==> src/rtl/tone_voice_mixer_if.sv <==
// Sample stream from the tone mixer to the audio codec serializer.
// master drives sample_data/sample_valid; slave returns sample_ready.
interface tone_voice_mixer_if #(
  parameter int unsigned OUT_W = 16
) ();

  logic signed [OUT_W-1:0] sample_data;
  logic                    sample_valid;
  logic                    sample_ready;

  modport master (
    output sample_data,
    output sample_valid,
    input  sample_ready
  );

  modport slave (
    input  sample_data,
    input  sample_valid,
    output sample_ready
  );

endinterface

==> src/rtl/tone_voice_mixer.sv <==
// Tone voice mixer: one square-wave oscillator per key, mixed into a signed
// PCM sample at a fixed sample rate and offered on a valid/ready stream.
// Optional build macro MIXER_SAT_CLIP_EN: saturate the mix to the OUT_W range
// instead of two's-complement wrapping.
module tone_voice_mixer #(
  parameter int unsigned NUM_VOICES = 13,
  parameter int unsigned CNT_W      = 32,
  parameter int unsigned AMP        = 2048,
  parameter int unsigned OUT_W      = 16,
  parameter int unsigned SAMPLE_DIV = 1042
) (
  input  logic                  clk,
  input  logic                  reset_n,
  input  logic [CNT_W-1:0]      half_period [NUM_VOICES],
  output logic [NUM_VOICES-1:0] square_out,
  output logic [NUM_VOICES-1:0] voice_active,
  output logic [7:0]            overrun_cnt,
  tone_voice_mixer_if.master    sample_bus
);

  localparam int unsigned DIV_W = $clog2(SAMPLE_DIV);

`ifdef MIXER_SAT_CLIP_EN
  // Four guard bits keep up to 16 full-scale voices exact before clipping.
  localparam int unsigned ACC_W = OUT_W + 4;
  localparam logic signed [ACC_W-1:0] MAX_S = ACC_W'((1 << (OUT_W - 1)) - 1);
  localparam logic signed [ACC_W-1:0] MIN_S = ~MAX_S;
`else
  // Wrapping keeps only the low OUT_W bits, which modular accumulation at
  // OUT_W already yields exactly.
  localparam int unsigned ACC_W = OUT_W;
`endif

  localparam logic signed [ACC_W-1:0] AMP_S = ACC_W'(AMP);

  typedef enum logic {StIdle, StHold} state_e;

  logic [CNT_W-1:0]        period_q [NUM_VOICES];
  logic [CNT_W-1:0]        cnt_q    [NUM_VOICES];
  logic [NUM_VOICES-1:0]   square_q;
  logic [NUM_VOICES-1:0]   active_q;
  logic [DIV_W-1:0]        div_q;
  logic                    tick;
  logic signed [ACC_W-1:0] sum;
  logic signed [OUT_W-1:0] mixed;
  logic signed [OUT_W-1:0] data_q;
  logic [7:0]              overrun_q;
  state_e                  state_q, state_d;
  logic                    load;
  logic                    drop;

  // Previous half-period per voice, used to detect key/scale changes.
  always_ff @(posedge clk) begin
    for (int v = 0; v < int'(NUM_VOICES); v++) begin
      period_q[v] <= half_period[v];
    end
  end

  // Per-voice half-period counter and phase bit; any change restarts low.
  always_ff @(posedge clk) begin
    if (!reset_n) begin
      for (int v = 0; v < int'(NUM_VOICES); v++) begin
        cnt_q[v] <= '0;
      end
      square_q <= '0;
      active_q <= '0;
    end else begin
      for (int v = 0; v < int'(NUM_VOICES); v++) begin
        active_q[v] <= (half_period[v] != '0);
        if (half_period[v] == '0 || half_period[v] != period_q[v]) begin
          cnt_q[v]    <= '0;
          square_q[v] <= 1'b0;
        end else if (cnt_q[v] == half_period[v] - CNT_W'(1)) begin
          cnt_q[v]    <= '0;
          square_q[v] <= ~square_q[v];
        end else begin
          cnt_q[v] <= cnt_q[v] + CNT_W'(1);
        end
      end
    end
  end

  assign square_out   = square_q;
  assign voice_active = active_q;

  // Sample-rate divider; tick on its last count.
  always_ff @(posedge clk) begin
    if (!reset_n) begin
      div_q <= '0;
    end else if (tick) begin
      div_q <= '0;
    end else begin
      div_q <= div_q + DIV_W'(1);
    end
  end

  assign tick = (div_q == DIV_W'(SAMPLE_DIV - 1));

  // Sum of active voices, +AMP when high and -AMP when low.
  always_comb begin
    sum = '0;
    for (int v = 0; v < int'(NUM_VOICES); v++) begin
      if (active_q[v]) begin
        sum = square_q[v] ? (sum + AMP_S) : (sum - AMP_S);
      end
    end
  end

`ifdef MIXER_SAT_CLIP_EN
  // Clamp the wide sum into the signed output range.
  always_comb begin
    if (sum > MAX_S) begin
      mixed = MAX_S[OUT_W-1:0];
    end else if (sum < MIN_S) begin
      mixed = MIN_S[OUT_W-1:0];
    end else begin
      mixed = sum[OUT_W-1:0];
    end
  end
`else
  assign mixed = sum;
`endif

  // Handshake state register.
  always_ff @(posedge clk) begin
    if (!reset_n) begin
      state_q <= StIdle;
    end else begin
      state_q <= state_d;
    end
  end

  // Next state: a tick always leaves a sample pending; a transfer without a
  // tick empties the slot.
  always_comb begin
    state_d = state_q;
    unique case (state_q)
      StIdle: if (tick) state_d = StHold;
      StHold: if (!tick && sample_bus.sample_ready) state_d = StIdle;
      default: state_d = StIdle;
    endcase
  end

  // Outputs: load when the slot is free or being drained this cycle,
  // otherwise the new sample is dropped.
  always_comb begin
    sample_bus.sample_valid = (state_q == StHold);
    load = tick && ((state_q == StIdle) || sample_bus.sample_ready);
    drop = tick && (state_q == StHold) && !sample_bus.sample_ready;
  end

  // Sample register, held stable while waiting for the consumer.
  always_ff @(posedge clk) begin
    if (!reset_n) begin
      data_q <= '0;
    end else if (load) begin
      data_q <= mixed;
    end
  end

  // Saturating count of dropped samples.
  always_ff @(posedge clk) begin
    if (!reset_n) begin
      overrun_q <= '0;
    end else if (drop && overrun_q != 8'hFF) begin
      overrun_q <= overrun_q + 8'd1;
    end
  end

  assign sample_bus.sample_data = data_q;
  assign overrun_cnt            = overrun_q;

endmodule
==> src/flat_wrapper.sv <==
// flat-port wrapper written by rule: the top's interface ports become plain ports
module tone_voice_mixer_flat 
#(
  parameter int unsigned NUM_VOICES = 13,
  parameter int unsigned CNT_W      = 32,
  parameter int unsigned AMP        = 2048,
  parameter int unsigned OUT_W      = 16,
  parameter int unsigned SAMPLE_DIV = 1042
)
  (clk, reset_n, half_period, square_out, voice_active, overrun_cnt, sample_bus_sample_data, sample_bus_sample_valid, sample_bus_sample_ready);
  tone_voice_mixer_if #(.OUT_W(OUT_W)) sample_bus_i ();
  input  logic clk;
  input  logic reset_n;
  input  logic [CNT_W-1:0] half_period[NUM_VOICES];
  output logic [NUM_VOICES-1:0] square_out;
  output logic [NUM_VOICES-1:0] voice_active;
  output logic [7:0] overrun_cnt;
  output wire logic [$bits(sample_bus_i.sample_data)-1:0] sample_bus_sample_data;
  output wire logic [$bits(sample_bus_i.sample_valid)-1:0] sample_bus_sample_valid;
  input wire logic [$bits(sample_bus_i.sample_ready)-1:0] sample_bus_sample_ready;
  assign sample_bus_sample_data = sample_bus_i.sample_data;
  assign sample_bus_sample_valid = sample_bus_i.sample_valid;
  assign sample_bus_i.sample_ready = sample_bus_sample_ready;
  tone_voice_mixer #(.NUM_VOICES(NUM_VOICES), .CNT_W(CNT_W), .AMP(AMP), .OUT_W(OUT_W), .SAMPLE_DIV(SAMPLE_DIV)) u_core (.clk(clk), .reset_n(reset_n), .half_period(half_period), .square_out(square_out), .voice_active(voice_active), .overrun_cnt(overrun_cnt), .sample_bus(sample_bus_i));
endmodule
==> config.mk <==
export PLATFORM = sky130hd
export DESIGN_NAME = tone_voice_mixer_flat
export DESIGN_NICKNAME = d
export VERILOG_FILES = /design/src/rtl/tone_voice_mixer_if.sv /design/src/rtl/tone_voice_mixer.sv /design/src/flat_wrapper.sv
export SDC_FILE = /design/constraint.sdc
export NUM_CORES = 2
export LEC_CHECK = 0
export ABC_CLOCK_PERIOD_IN_PS = 33900
export BUFFER_PORTS_ARGS = -buffer_cell sky130_fd_sc_hd__buf_2
export CAP_MARGIN = 20
export CORE_ASPECT_RATIO = 0.9
export CORE_MARGIN = 2
export CORE_UTILIZATION = 55
export DETAILED_ROUTE_END_ITERATION = 10
export GPL_ROUTABILITY_DRIVEN = 0
export PLACE_DENSITY = 0.72
export SYNTH_ARGS = -nofsm -noshare
export SYNTH_HDL_FRONTEND = slang
export SYNTH_SLANG_ARGS = --single-unit
export TNS_END_PERCENT = 1
==> constraint.sdc <==
create_clock -name clk -period 33.9 [get_ports clk]
set_input_delay 1.695 -clock clk [delete_from_list [all_inputs] [get_ports clk]]
set_output_delay 1.695 -clock clk [all_outputs]
set_load 0.03 [all_outputs]
==> Word-level counts from Yosys, hierarchy flattened <==
Memory sizes are Yosys's and may differ from the RTL's.
Cells that the tools add are included.
{ "word_totals": {"regBits": 62, "ram_bits": 832, "output_inout_bits": 51, "wordCells": 427, "memories": 2} }
{ "classes": {"add_sub_neg": 52, "eq_ne": 28, "muxes": 212, "n_bitwise": 54, "reduce_logical": 61} }
{ "memory_table": {"columns": ["name", "words", "width", "rd", "rd_clocked_by_memory_dff", "write_ports", "line_no", "text"], "rows": [
  ["u_core.cnt_q", 13, 32, 13, 0, 13, "tone_voice_mixer.sv:39", "logic [CNT_W-1:0] cnt_q [NUM_VOICES];"],
  ["u_core.period_q", 13, 32, 13, 0, 13, "tone_voice_mixer.sv:38", "logic [CNT_W-1:0] period_q [NUM_VOICES];"]
]} }
{ "op_table": {"columns": ["cell", "n"], "rows": [
  ["32-bit 2-to-1 mux", 39],
  ["32-bit by 1-bit adder with 32-bit output (second input constant)", 13],
  ["32-bit == test", 13],
  ["32-bit zero test", 13],
  ["16-bit 2-to-1 mux", 26],
  ["32-bit inequality test", 13],
  ["32-bit nonzero test", 13],
  ["32-bit by 1-bit subtractor with 32-bit output (second input constant)", 13],
  ["16-bit by 13-bit adder with 16-bit output (second input constant)", 12],
  ["16-bit by 13-bit subtractor with 16-bit output (second input constant)", 12],
  ["1-bit 2-to-1 mux", 146],
  ["1-bit OR", 39],
  ["2-bit OR reduction", 14],
  ["1-bit inverter", 15],
  ["1-bit logical OR", 14],
  ["11-bit by 1-bit adder with 11-bit output (second input constant)", 1],
  ["11-bit == test (second input constant)", 1],
  ["8-bit by 1-bit adder with 8-bit output (second input constant)", 1],
  ["8-bit inequality test (second input constant)", 1],
  ["1-bit logical AND", 5],
  ["1-bit zero test", 2],
  ["1-bit case mux with 2 select lines", 1]
]} }

==> Depth between registers and ports, before layout <==
{ "depth": {"word_depth": 38, "depth_mapped": 57, "depth_no_buf": 57} }

==> Worst setup path before layout <==
Ideal clock, no wire load.
{ "synth_path": {"kind": "reg2reg", "start": "reg u_core.active_q[0] (netlist: u_core.voice_active[0])", "end": "reg u_core.data_q[15] (netlist: u_core.sample_bus.sample_data[15])", "arrival_ns": 10.989, "slack_ns": 22.789, "path_stages_with_launch": 53, "path_buffers": 0, "synth_period_minus_slack_ns": 11.111, "path_cell_list": "dfxtp_1 -> inv_1 -> nor2_1 -> fa_1 -> and2_1 -> or2_2 -> inv_1 -> fa_1 -> nand2_1 -> o21ai_0 -> fa_1 -> nor2_1 -> or2_2 -> inv_1 -> fa_1 -> nand2_1 -> o21ai_0 -> fa_1 -> [... 17 more ...] -> fa_1 -> nand2_1 -> o21a_1 -> inv_1 -> fa_1 -> xor2_1 -> nand2_1 -> o21a_1 -> ha_1 -> a21o_1 -> a21oi_1 -> xnor2_1 -> nand2_1 -> xnor2_1 -> xnor2_1 -> xnor3_1 -> nand2_1 -> a21boi_0"} }
{ "synth_via": {"elab_chain_len": 37, "elab_cells_between_ends": 49, "cone_classes": "add/sub (24); mux (25)"} }
{ "synth_lines": {"columns": ["item", "line_no", "text"], "rows": [
  ["from (decl)", "tone_voice_mixer.sv:41", "logic [NUM_VOICES-1:0] active_q;"],
  ["from (signal, indexed assignment)", "tone_voice_mixer.sv:69", "active_q[v] <= (half_period[v] != '0);"],
  ["16-bit 2-to-1 mux *", "tone_voice_mixer.sv:103", "if (active_q[v]) begin"],
  ["16-bit by 13-bit subtractor with 16-bit output / 16-bit by 13-bit adder with 16-bit output (equally long branches)", "tone_voice_mixer.sv:104", "sum = square_q[v] ? (sum + AMP_S) : (sum - AMP_S);"],
  ["16-bit 2-to-1 mux", "tone_voice_mixer.sv:104", null],
  ["16-bit 2-to-1 mux *", "tone_voice_mixer.sv:103", null],
  ["16-bit by 13-bit subtractor with 16-bit output / 16-bit by 13-bit adder with 16-bit output (equally long branches)", "tone_voice_mixer.sv:104", null],
  ["16-bit 2-to-1 mux", "tone_voice_mixer.sv:104", null],
  ["16-bit 2-to-1 mux *", "tone_voice_mixer.sv:103", null],
  ["16-bit by 13-bit subtractor with 16-bit output / 16-bit by 13-bit adder with 16-bit output (equally long branches)", "tone_voice_mixer.sv:104", null],
  ["[... 21 more ...]", null, null],
  ["16-bit 2-to-1 mux", "tone_voice_mixer.sv:104", null],
  ["16-bit 2-to-1 mux *", "tone_voice_mixer.sv:103", null],
  ["16-bit by 13-bit subtractor with 16-bit output / 16-bit by 13-bit adder with 16-bit output (equally long branches)", "tone_voice_mixer.sv:104", null],
  ["16-bit 2-to-1 mux", "tone_voice_mixer.sv:104", null],
  ["16-bit 2-to-1 mux *", "tone_voice_mixer.sv:103", null],
  ["16-bit by 13-bit subtractor with 16-bit output / 16-bit by 13-bit adder with 16-bit output (equally long branches)", "tone_voice_mixer.sv:104", null],
  ["16-bit 2-to-1 mux", "tone_voice_mixer.sv:104", null],
  ["16-bit 2-to-1 mux *", "tone_voice_mixer.sv:103", null],
  ["to (signal assigned)", "tone_voice_mixer.sv:157", "data_q <= mixed;"],
  ["to (decl)", "tone_voice_mixer.sv:46", "logic signed [OUT_W-1:0] data_q;"]
]} }
Every way passes the cells marked *; elsewhere a longest branch is shown, timed or not.
A chain may end at the register's enable or synchronous reset.

==> Final worst setup path <==
Ends and elaborated chain as after synthesis.

==> impl_metrics.env <==
export IMPL_status="completed"
export IMPL_hold_path_class="reg -> reg"
export IMPL_grt_setup_unrepaired="false"
export IMPL_final_nets=6921
export IMPL_path_clk_slew_ps=60
export IMPL_critPathKind="reg -> reg"
export IMPL_vias_per_cell=5.38
export IMPL_start_util_pct=55.3
export IMPL_power_total_mw=2.71
export IMPL_stdcell_area_um2=60800
export IMPL_antenna_left=0
export IMPL_min_path_cells=2
export IMPL_n_fill_cell=8116
export IMPL_r2r_setup_slack_ps=21830
export IMPL_synthTopCellsByArea="edfxtp_1, dfxtp_1, xnor2_1, xor2_1, nor2_1"
export IMPL_dr_total_vias=41900
export IMPL_first_global_vias=40500
export IMPL_start_kind="register"
export IMPL_hp_start="u_core.sample_bus.sample_data[12]"
export IMPL_synth_edf_count=416
export IMPL_cts_sinks=883
export IMPL_antenna_found_initial=26
export IMPL_final_setup_skew_ps=21.7
export IMPL_rows=108
export IMPL_r2r_start="u_core.voice_active[0]"
export IMPL_clkLatencyLatePin_ps=680
export IMPL_instances_no_fill=7788
export IMPL_dp_hpwl_um=101000
export IMPL_post_drt_wl_per_cell_um=16.7
export IMPL_ys_types=97
export IMPL_synthAdderAreaFrac_pct=1.99
export IMPL_r2r_cells=52
export IMPL_yosys_register_bits=883
export IMPL_ys_warn_count=0
export IMPL_cts_buffer_depth=3
export IMPL_peakVddDrop_mv=0.0450
export IMPL_setup_viol=0
export IMPL_r2r_end="u_core.sample_bus.sample_data[15]"
export IMPL_hold_viol_final=0
export IMPL_cp_common_cell="fa_1"
export IMPL_drt_wl_total_um=130000
export IMPL_synthXorXnorAreaFrac_pct=24.3
export IMPL_synth_compound_area_share_pct=5.55
export IMPL_synth_main_ff_cell="dfxtp_1"
export IMPL_cts_resized=0
export IMPL_cts_hold_buffers=0
export IMPL_cp_required_ps=34460
export IMPL_syn_inst=5666
export IMPL_cts_setup_buffers=0
export IMPL_die_y_um=299
export IMPL_dr_pass1_iters=6
export IMPL_period_share_pct=35.6
export IMPL_power_density_nw_per_um2=44.6
export IMPL_setup_tns_ps=0
export IMPL_dp_cells=7588
export IMPL_synth_most_common_cell="xnor2_1"
export IMPL_die_x_um=331
export IMPL_grt_pass1_wl_um=210000
export IMPL_cp_slowest_cell="fa_1"
export IMPL_syn_avg_cell_area_um2=9.36
export IMPL_min_to="u_core.sample_bus.sample_data[12]"
export IMPL_globalRouteOverflowTotal=0
export IMPL_synth_mux_area_share_pct=1.34
export IMPL_drv_cap=0
export IMPL_synth_simple_area_share_pct=22.7
export IMPL_fmax_mhz=82.8
export IMPL_end_kind="register"
export IMPL_cp_arrival_ps=12630
export IMPL_root_buffer="clkbuf_16"
export IMPL_post_dp_cell_area_um2=57500
export IMPL_synth_top_family_by_area="XOR/XNOR gates"
export IMPL_synth_common_cells="xnor2_1, nor2_1, xor2_1"
export IMPL_worstMarginPinSlew_ps=1080
export IMPL_yosys_area_top_type="edfxtp_1"
export IMPL_finalCriticalPeriod_ps=12070
export IMPL_ios=470
export IMPL_syn_area_um2=53000
export IMPL_synth_seq_area_share_pct=41.2
export IMPL_syn_to_final_growth_pct=14.7
export IMPL_portBuffers=458
export IMPL_cts_buffers=95
export IMPL_cts_tree="built"
export IMPL_grt_usage_pct=25.8
export IMPL_slew_headroom_pct=28.0
export IMPL_yosysTopAreaCellShare_pct=23.6
export IMPL_async_reset_ff_share_pct=0
export IMPL_drive_gt1_share_pct=11.0
export IMPL_crit_fanout=8
export IMPL_h_tree_depth=3
export IMPL_core_area_um2=95900
export IMPL_drtIter0Drc=2808
export IMPL_drc=0
export IMPL_slowest_delay_ps=550
export IMPL_p_leak_nw=22.0
export IMPL_die_area_um2=98900
export IMPL_grt_max_degree=33
export IMPL_drv_slew=0
## power by group
part / internal, mW / switching, mW / total, mW
Combinational: 0.218 / 0.252 / 0.471
Sequential: 1.16 / 0.0443 / 1.21
Clock: 0.599 / 0.437 / 1.04
Total: 1.98 / 0.733 / 2.71
## registers in the layout, indices dropped and copies added, names as in the netlist
signal,cells
u_core.cnt_q,416
u_core.div_q,11
u_core.overrun_cnt,8
u_core.period_q,416
u_core.sample_bus.sample_data,5
u_core.sample_bus.sample_valid,1
u_core.square_out,13
u_core.voice_active,13
## layer usage
metal / part of all wire [%] / track usage, % / vias to the layer above / wire (um)
met4: 3.0 / 8.31 / 18 / 3890
li1: - / - / 20900 / -
met5: 0.082 / 0 / - / 107
met1: 44 / 34.1 / 19700 / 57400
met2: 47 / 42.8 / 1094 / 60600
met3: 6.1 / 4.79 / 254 / 7960
## how the worst max path moves through the flow
stage | start | to | slack [ps] | cells after the start
3_3_place_gp | u_core.voice_active[0] | u_core.sample_bus.sample_data[15] | 22220 | 52
3_5_place_dp | u_core.voice_active[0] | u_core.sample_bus.sample_data[15] | 21870 | 52
5_1_grt | u_core.voice_active[0] | u_core.sample_bus.sample_data[15] | 21030 | 52
2_1_floorplan | u_core.voice_active[0] | u_core.sample_bus.sample_data[15] | 22790 | 52
4_1_cts | u_core.voice_active[0] | u_core.sample_bus.sample_data[15] | 21810 | 52
6_report | u_core.voice_active[0] | u_core.sample_bus.sample_data[15] | 21830 | 52
## critical path, delay by kind of cell (launching register included)
kind / cells / cell delay (ps)
flops: 1 / 490
fa+ha+maj: 12 / 5380
compound gates: 10 / 1660
xor+xnor: 5 / 1000
buf+inv: 9 / 900
mux: 2 / 530
simple gates: 14 / 2000
## metrics by stage
stage               setup WS, ps  hold slack, ps  utilization, %
CTS                        21810             455            63.2
detailed placement         21870             446            59.9
finish                     21830             452            63.4
global placement           22220             446            59.9
floorplan                  22790             445               -
global route               21030             490            63.4
## cells by family (layout without fill, tap and decap cells)
logic type                 after synthesis  count (layout)
buffers and inverters                  361             776
DFF                                    883             883
adders and majority gates               76              76
other                                    2             444
muxes                                   66              66
and+or+nand+nor                       2366            2366
AOI/OAI and AO/OA                      449             449
xor gates and xnor gates              1463            1463
## cells in the final DEF, fill, tap and decap left out, drive strengths merged, types with 19 or more instances in the layout
| cell type | Yosys | layout |
|---|---|---|
| buf | 65 | 469 |
| and2 | 29 | 29 |
| o31ai | 21 | 21 |
| mux2i | 45 | 45 |
| and4 | 27 | 27 |
| dfxtp | 467 | 467 |
| o21ai | 94 | 94 |
| or2 | 28 | 28 |
| or3 | 48 | 48 |
| nor4 | 146 | 146 |
| inv | 130 | 141 |
| nand3b | 25 | 25 |
| ha | 62 | 62 |
| xnor2 | 912 | 912 |
| mux2 | 19 | 19 |
| conb | 2 | 427 |
| a31oi | 35 | 35 |
| clkbuf | 166 | 137 |
| a211oi | 19 | 19 |
| and3 | 115 | 115 |
| clkinv | 0 | 26 |
| nor3 | 172 | 172 |
| nor2 | 760 | 760 |
| a21oi | 103 | 103 |
| o211ai | 28 | 28 |
| nor2b | 42 | 42 |
| nand4 | 192 | 192 |
| or4 | 62 | 62 |
| nand3 | 267 | 267 |
| edfxtp | 416 | 416 |
| nand2 | 338 | 338 |
| xor2 | 545 | 545 |
| nand2b | 50 | 50 |
## final cells by class
class	count	area, um2	share of cell area (%)
Multi-Input combinational cell	4847	31200	51.3
Sequential cell	883	21800	35.9
Clock buffer	137	2900	4.77
Timing Repair Buffer	469	2490	4.09
Tap cell	1265	1580	2.60
Inverter	130	488	0.802
Clock inverter	40	253	0.415
Antenna cell	17	42.5	0.0699
No activity file was read; power rests on OpenSTA's default activity.
